`config.mk`:
```
export PLATFORM = sky130hd
export DESIGN_NAME = instruction_fetch_unit
export DESIGN_NICKNAME = d
export VERILOG_FILES = /design/src/rtl/mips_pkg.sv /design/src/rtl/if_id_register.sv /design/src/rtl/instruction_fetch_unit.sv
export SDC_FILE = /design/constraint.sdc
export NUM_CORES = 1
export LEC_CHECK = 0
export BUFFER_PORTS_ARGS = -buffer_cell sky130_fd_sc_hd__buf_2
export CORE_AREA = 2 2 83 85
export DETAILED_ROUTE_END_ITERATION = 8
export DIE_AREA = 0 0 85 87
export GPL_ROUTABILITY_DRIVEN = 0
export PLACE_DENSITY = 0.72
export SKIP_LAST_GASP = 1
export SLEW_MARGIN = 5
export SYNTH_ARGS = -nofsm -noshare
export SYNTH_HDL_FRONTEND = slang
export SYNTH_HIERARCHICAL = 1
export SYNTH_SLANG_ARGS = --single-unit
```
`constraint.sdc`:
```
create_clock -name clk -period 2.1 [get_ports clk]
set_input_delay 0.315 -clock clk [delete_from_list [all_inputs] [get_ports clk]]
set_output_delay 0.315 -clock clk [all_outputs]
set_load 0.01 [all_outputs]
```
`src/rtl/mips_pkg.sv`:
```
// Shared definitions for the MIPS pipeline: fetch FSM states, the NOP word and
// the opcode field used to recognise the halt instruction.
package mips_pkg;

    typedef enum logic [1:0] {
        BOOT = 2'd0,
        RUN  = 2'd1,
        HALT = 2'd2
    } fetch_state_e;

    localparam logic [31:0] NOP_WORD        = 32'h0000_0000;
    localparam logic [5:0]  HALT_OP_DEFAULT = 6'h3F;
    localparam int          OPCODE_HI       = 31;
    localparam int          OPCODE_LO       = 26;

    function automatic logic [5:0] opcode_of(input logic [31:0] word);
        return word[OPCODE_HI:OPCODE_LO];
    endfunction

endpackage

```
`src/rtl/if_id_register.sv`:
```
// IF/ID pipeline register: captures an instruction and its pc+1, or holds,
// or collapses to a NOP bubble. A bubble takes priority over a hold.
module if_id_register
    import mips_pkg::*;
#(
    parameter int ADDR_W = 6
) (
    input  logic              clk,
    input  logic              rst_n,
    input  logic              bubble,
    input  logic              hold,
    input  logic [31:0]       instruction,
    input  logic [ADDR_W-1:0] pc_plus1,
    output logic [31:0]       if_id_instruction,
    output logic [ADDR_W-1:0] if_id_pc_plus1,
    output logic              if_id_valid
);

    // NOTE: state registers use non-blocking assignments so every flop samples
    // pre-edge values; blocking here would create order-dependent simulation.
    always_ff @(posedge clk) begin
        if (!rst_n || bubble) begin
            if_id_instruction <= NOP_WORD;
            if_id_pc_plus1    <= '0;
            if_id_valid       <= 1'b0;
        end else if (!hold) begin
            if_id_instruction <= instruction;
            if_id_pc_plus1    <= pc_plus1;
            if_id_valid       <= 1'b1;
        end
    end

endmodule

```
`src/rtl/instruction_fetch_unit.sv`:
```
// Fetch stage: owns the program counter, the BOOT/RUN/HALT state machine and
// the saturating fetched-instruction counter; feeds the IF/ID register.
module instruction_fetch_unit
    import mips_pkg::*;
#(
    parameter int                ADDR_W   = 6,
    parameter logic [ADDR_W-1:0] RESET_PC = '0,
    parameter logic [5:0]        HALT_OP  = HALT_OP_DEFAULT,
    parameter int                CNT_W    = 16
) (
    input  logic              clk,
    input  logic              rst_n,
    output logic [ADDR_W-1:0] instruction_address,
    input  logic [31:0]       instruction,
    input  logic              stall,
    input  logic              branch_taken,
    input  logic [ADDR_W-1:0] branch_target,
    output logic [31:0]       if_id_instruction,
    output logic [ADDR_W-1:0] if_id_pc_plus1,
    output logic              if_id_valid,
    output logic              halted,
    output logic [CNT_W-1:0]  fetch_count
);

    fetch_state_e      state;
    logic [ADDR_W-1:0] pc;
    logic [ADDR_W-1:0] pc_plus1;
    logic              bubble;
    logic              is_halt_word;

    assign instruction_address = pc;
    assign pc_plus1            = pc + 1'b1;
    assign is_halt_word        = (opcode_of(instruction) == HALT_OP);

    // Only RUN captures; BOOT, HALT and any redirect flush IF/ID to a NOP.
    assign bubble = (state != RUN) || branch_taken;

    if_id_register #(
        .ADDR_W(ADDR_W)
    ) u_if_id (
        .clk              (clk),
        .rst_n            (rst_n),
        .bubble           (bubble),
        .hold             (stall),
        .instruction      (instruction),
        .pc_plus1         (pc_plus1),
        .if_id_instruction(if_id_instruction),
        .if_id_pc_plus1   (if_id_pc_plus1),
        .if_id_valid      (if_id_valid)
    );

    always_ff @(posedge clk) begin
        if (!rst_n) begin
            pc          <= RESET_PC;
            state       <= BOOT;
            fetch_count <= '0;
            halted      <= 1'b0;
        end else begin
            case (state)
                BOOT: state <= RUN;
                RUN: begin
                    if (branch_taken) begin
                        pc <= branch_target;
                    end else if (!stall) begin
                        pc <= pc_plus1;
                        if (fetch_count != '1)
                            fetch_count <= fetch_count + 1'b1;
                        if (is_halt_word) begin
                            state  <= HALT;
                            halted <= 1'b1;
                        end
                    end
                end
                HALT: begin
                    // A redirect while halted means the halt word was wrong-path.
                    if (branch_taken) begin
                        pc     <= branch_target;
                        state  <= RUN;
                        halted <= 1'b0;
                    end
                end
                default: begin
                    state  <= BOOT;
                    halted <= 1'b0;
                end
            endcase
        end
    end

endmodule

```
Yosys cells after proc, flatten, opt, wreduce, memory -nomap -nowiden
Index checks and enable logic that the tools add are counted.
{"block": "totals", "out_inout_bits": 62, "input_bits": 42, "regBits": 64, "elab_cells": 45}
{"block": "classes", "bitwise_logic": 3, "muxes": 14, "addsub": 2, "eq_ne": 10, "reduce_logical": 9}
{"cell": "$mux 6", "count": 3}
{"cell": "$add 16x1->16 const B", "count": 1}
{"cell": "$ne 16x16->1 const B", "count": 1}
{"cell": "$pmux 6 s2", "count": 1}
{"cell": "$mux 2", "count": 4}
{"cell": "$ne 2x2->1 const B", "count": 4}
{"cell": "$reduce_and 4->1", "count": 2}
{"cell": "$add 6x1->6 const B", "count": 1}
{"cell": "$eq 6x6->1 const B", "count": 1}
{"cell": "$pmux 2 s3", "count": 1}
{"cell": "$reduce_and 5->1", "count": 1}
{"cell": "$mux 1", "count": 4}
{"cell": "$ne 3x3->1 const B", "count": 1}
{"cell": "$not 1->1", "count": 3}
{"cell": "$pmux 1 s3", "count": 1}
{"cell": "$reduce_and 3->1", "count": 1}
{"cell": "$eq 2x1->1 const B", "count": 1}
{"cell": "$eq 2x2->1 const B", "count": 1}
{"cell": "$logic_not 2->1", "count": 1}
{"cell": "$logic_or 1x1->1", "count": 2}
{"cell": "$ne 2x1->1 const B", "count": 1}
{"cell": "$reduce_bool 2->1", "count": 1}
{"cell": "$logic_not 1->1", "count": 1}

Logic depth before layout (Yosys ltp)
{"block": "depth", "depth_word": 5, "mapped_depth": 7, "mapped_depth_nobuf": 5}

Cells and area by module
The synthesis kept the hierarchy.
{"mod": "instruction_fetch_unit", "cells_each": 173, "area_each_um2": 1428.9, "seq_area_each_um2": 500.5, "instances": 1}
{"mod": "if_id_register", "cells_each": 127, "area_each_um2": 1402.6, "seq_area_each_um2": 780.7, "instances": 1}

Least setup slack after synthesis
OpenSTA, ideal clock, no wires.
{"block": "synth_timing", "path_kind": "register to register", "start": "reg fetch_count[0]", "end": "reg fetch_count[1]", "required_time_ps": 1968, "path_slack_ps": 179, "path_buffers": 2, "period_less_slack_ps": 1921, "stages_incl_launch_ff": 8, "arrival_ps": 1789, "setup_ps": 132, "path_cell_list": "dfxtp_1 > ha_1 > nand4_1 > nor4_1 > buf_2 > buf_4 > nand3b_1 > a21oi_1"}
{"block": "synth_via", "elab_chain_len": 2, "word_cells_on_any_way": 3}
{"element": "start, declared", "line_no": "instruction_fetch_unit.sv:22", "source": "output logic [CNT_W-1:0] fetch_count"}
{"element": "start signal, assigned", "line_no": "instruction_fetch_unit.sv:67", "source": "fetch_count <= fetch_count + 1'b1;"}
{"element": "branches (longest 2 deep; another with $add 16x1->16)"}
Several ways; the timed one is not identified.
A chain may end at the register's enable or synchronous reset.

Worst setup path after layout
{"block": "layout_timing", "start": "reg state[0]", "end": "reg fetch_count[13]"}
{"block": "layout_via", "elab_chain_len": 2}
{"element": "start, declared", "line_no": "instruction_fetch_unit.sv:25", "source": "fetch_state_e state;"}
{"element": "start signal, assigned", "line_no": "instruction_fetch_unit.sv:55", "source": "state <= BOOT;"}
{"element": "start signal, assigned", "line_no": "instruction_fetch_unit.sv:60", "source": "BOOT: state <= RUN;"}
{"element": "start signal, assigned", "line_no": "instruction_fetch_unit.sv:69", "source": "state <= HALT;"}
{"element": "$eq 2x1->1", "line_no": "instruction_fetch_unit.sv:59", "source": "case (state)"}
{"element": "$reduce_and 4->1 (no source line)"}
Every way passes these cells.

==> results.env <==
FP.COREAREA_UM2=6569
PLACE.PORT_BUFFERS=103
TIMING.CRITICAL_PATH.ARRIVAL_PS=2110
WORSTSKEWPAIRLATENCY_PS=340
FIN_CRIT_SH_PCT=87.94
GRT_USE_TOTAL_PCT=17.62
CTS_RESIZED=0
KIND_OF_START_POINT_OF_THE_CRITICAL_PATH='register'
CTS_HOLD_REPAIR.BUFFERS=0
CTS_H_TREE_DEPTH=3
MAX_CLOCK_FREQ_MHz=541.5
FIRSTDRTPASSITERS=5
MUXSHAREOFSYNTHAREA_PCT=14.85
POWER-PER-CELL-AREA_nW_PER_UM2=770.3
MAX-CLOCK-PATH-BUFFERS=2
FINISH.UTILIZATION_PCT=55.20
GRT_ANTENNA_BEFORE_REPAIR=0
TNS_PS=0
DETAIL_PLACEMENT_HPWL_MM=4.532
POST_CTS.REPAIR.SETUP_BUFFERS=0
SYN_AREA_PER_CELL_UM2=9.438
CRITPATHMAXSTAGEDELAY_PS=530
SYNTH_FP_NETS=344
DIE_Y_UM=87
CTS_NUM_SINKS=64
POSTSYNTHREGISTERBITS=64
ROOT_BUFFER='clkbuf_8'
SYNTH.LIB_CELLS_USED.DISTINCT=44
NUMBER_OF_ENABLE_TYPE_REGISTER_CELLS_IN_THE_SYNTHESIZED_NETLIST=0
CTS_MADE_BUFFERS=9
FP.DIEAREA_UM2=7395
REG2REG_DEPTH=4
SYNTH_TOP_FLOP_CELL='dfxtp_1'
IO-PIN-COUNT=104
UNREPAIRED_SETUP_ENDPOINTS_AFTER_GLOBAL_ROUTING='false'
CPMAXSTAGEDELAYCELL='or4_1'
FINAL-HOLD-VIOLATION-COUNT=0
ROUTE.DETAILED.DRC=0
DETAILEDROUTE.FIRSTITERATIONVIOLATIONS=83
WORST_HOLD_PATH.NUM_CELLS=3
FIN_WORST_HOLD_SLACK_PS=200.5
TOTAL_LEAKAGE_POWER_uW=0.001667
ANTENNA-DIODE-COUNT=0
WORST_SLEW_PIN_SLEW_PS=633.1
GRT_OVERFLOW=0
DESIGN_POWER_TOTAL_uW=2793
CORE.ROWCOUNT=30
SEQ_AREA_FRAC_SYNTH_PCT=45.25
VIAS_IN_THE_FIRST_GLOBAL_ROUTE=2333
ROUTE.LAYER.MET1.WL_MM=2.807
DRIVE_ABOVE_1_SHARE_PCT=32.84
NUM-NETS-FINAL=447
STATUS='finished, final reports clean'
SYNTH_TOP_FAMILY_BY_AREA='simple AND/OR/NAND/NOR gates'
MAXCAPVIOLCOUNT=0
DETAILROUTE.VIA_COUNT=2569
WIRELENGTH_MM=6.420
MET3ROUTEDLENGTH_UM=444
DR_WL_MET2_MM=3.090
DIE_WIDTH_UM=85
TIMING.CRITICAL_PATH.TO_TYPE='register'
DETAIL-ROUTE-ANTENNA-NETS=0
SYNTH_XOR_AREA_SHARE_PCT=0.9280
CRITICAL_PATH_REQUIRED_PS=2370
LARGEST_NET_DEGREE_AT_THE_START_OF_GLOBAL_ROUTING=40
KIND_OF_CRITICAL_PATH='reg2reg'
SYNTHARSTFLOPSHARE_PCT=0
SETUP-VIOLATIONS-FINAL=0
WORST_SLEW_MARGIN_REL_PCT=57.79
WARNING_COUNT_FROM_THE_YOSYS_RUN=6
MOST_COMMON_CELL_AFTER_LAYOUT_FILL_AND_TAPS_ASIDE='buf_2'
PERIOD_NEEDED_PS=1847
AREA.GROWTH.SYNTH_TO_FINAL_PCT=28.06
SYN_INST=300
CLOCK_SKEW_PS=8.136
NETLIST_AREA_UM2=2831
CRIT_CHAIN='nor4b_1 -> nand4_1 -> or4_1 -> a21oi_1'
WORST_HOLD_PATH_TYPE='in2reg'
PATH_MAX_FANOUT=7
SYNTH-COMPOUND-AREA-SHARE_PCT=11.44
PATH_CLK_SLEW_PS=80
MOSTFREQUENTLAYOUTCELLS='buf_2 (103), dfxtp_1 (64), nor2_1 (45)'
SYNTH_SIMPLE_GATE_AREA_SHARE_PCT=20.77
START_UTIL_PCT=43.10
WIRE_PER_INST_UM=13.16
TOPROUTINGLAYERUSED='met4'
CLOCK_TREE_FROM_TRITONCTS='yes'
WIRE_LENGTH_OF_THE_FIRST_GLOBAL_ROUTING_PASS_MM=10.45
IRDROPWORSTVDD_V=0.0004946
YOSYS.AREA_SHARE.ADDER_PCT=0.8838
VIASPERCELL=5.264
REPORT.FINAL.SLEW_VIOL_COUNT=0
[worst max-delay path: cells and delay by family, from the launching register on]
kind	cells	cell delay, ps
simple gates	3	1200
compound gates	1	160
flops	1	420
[logic make-up after synthesis]
logic type | Yosys count
buffers and inverters | 25
xor gates and xnor gates | 3
AOI/OAI and AO/OA | 52
DFF | 64
adders and majority gates | 2
and+or+nand+nor | 112
muxes | 42
[stage by stage]
step	setup slack [ps]	instance area [µm²]	instances
after CTS	196.2	3626	488
after global routing	8.335	3626	488
after global placement	235.4	3373	472
after floorplan	178.7	2831	300
after detailed placement	158.1	3373	472
final	253.3	3626	488
[report_power, final]
group	leakage (µW)	internal, µW	switching (µW)
Combinational	0.00103	104	113
Clock	0.000123	827	494
Sequential	0.000518	1240	19.0
Total	0.00167	2170	626
[synth_stat cells, types with 2 or more instances]
cell type,count,area (µm²)
xnor2_1,2,17.52
nor4b_1,2,17.52
nor4_1,5,31.28
a31oi_1,2,12.51
dfxtp_1,64,1281
nand2_1,16,60.06
buf_6,3,33.78
mux2i_1,42,420.4
and4_1,2,17.52
inv_1,5,18.77
or4_1,7,52.55
nand2b_1,5,31.28
nand3_1,6,30.03
clkbuf_1,7,26.28
a311oi_1,2,17.52
and3_1,3,18.77
nor2b_1,2,12.51
nand4_1,6,37.54
o21a_1,2,15.01
o21bai_1,2,15.01
o21ai_0,12,60.06
nor2_1,45,168.9
nor3_1,3,15.01
buf_2,5,25.02
ha_1,2,25.02
o31ai_1,8,60.06
or3_1,2,12.51
buf_12,2,40.04
a21oi_1,16,80.08
buf_4,3,22.52
or2_2,2,12.51
nand3b_1,3,22.52
[registers in the layout, summed over array words and instances (netlist names)]
name and flops:
halted 1, fetch_count 16, u_if_id/if_id_instruction 32, u_if_id/if_id_pc_plus1 6, state 2, instruction_address 6, u_if_id/if_id_valid 1
[final cells by class]
cell class                      instances  area (µm²)
Inverter                                5       18.77
Multi-Input combinational cell        211        1390
Timing Repair Buffer                  112       583.1
Clock buffer                           10       137.6
Clock inverter                          6       115.1
Tap cell                               80       100.1
Sequential cell                        64        1281
Fill cell                             604        2943
[metal layers]
metal,vias up,GRT usage [%]
met5,-,0
met4,0,9.380
met3,8,4.645
met2,86,30.18
met1,1192,20.12
li1,1283,-
[final timing paths]
path | end | slack, ps | startpoint
setup / recovery | fetch_count[13]$_SDFFE_PN0P_ | 250 | state[0]$_SDFFE_PN0P_
hold / removal | u_if_id/if_id_instruction[19]$_SDFFE_PP0N_ | 200 | instruction[19]
setup reg to reg | fetch_count[13]$_SDFFE_PN0P_ | 250 | state[0]$_SDFFE_PN0P_
hold reg to reg | u_if_id/if_id_valid$_SDFFE_PP0N_ | 450 | u_if_id/if_id_valid$_SDFFE_PP0N_
Power figures use the tool's default switching activity.
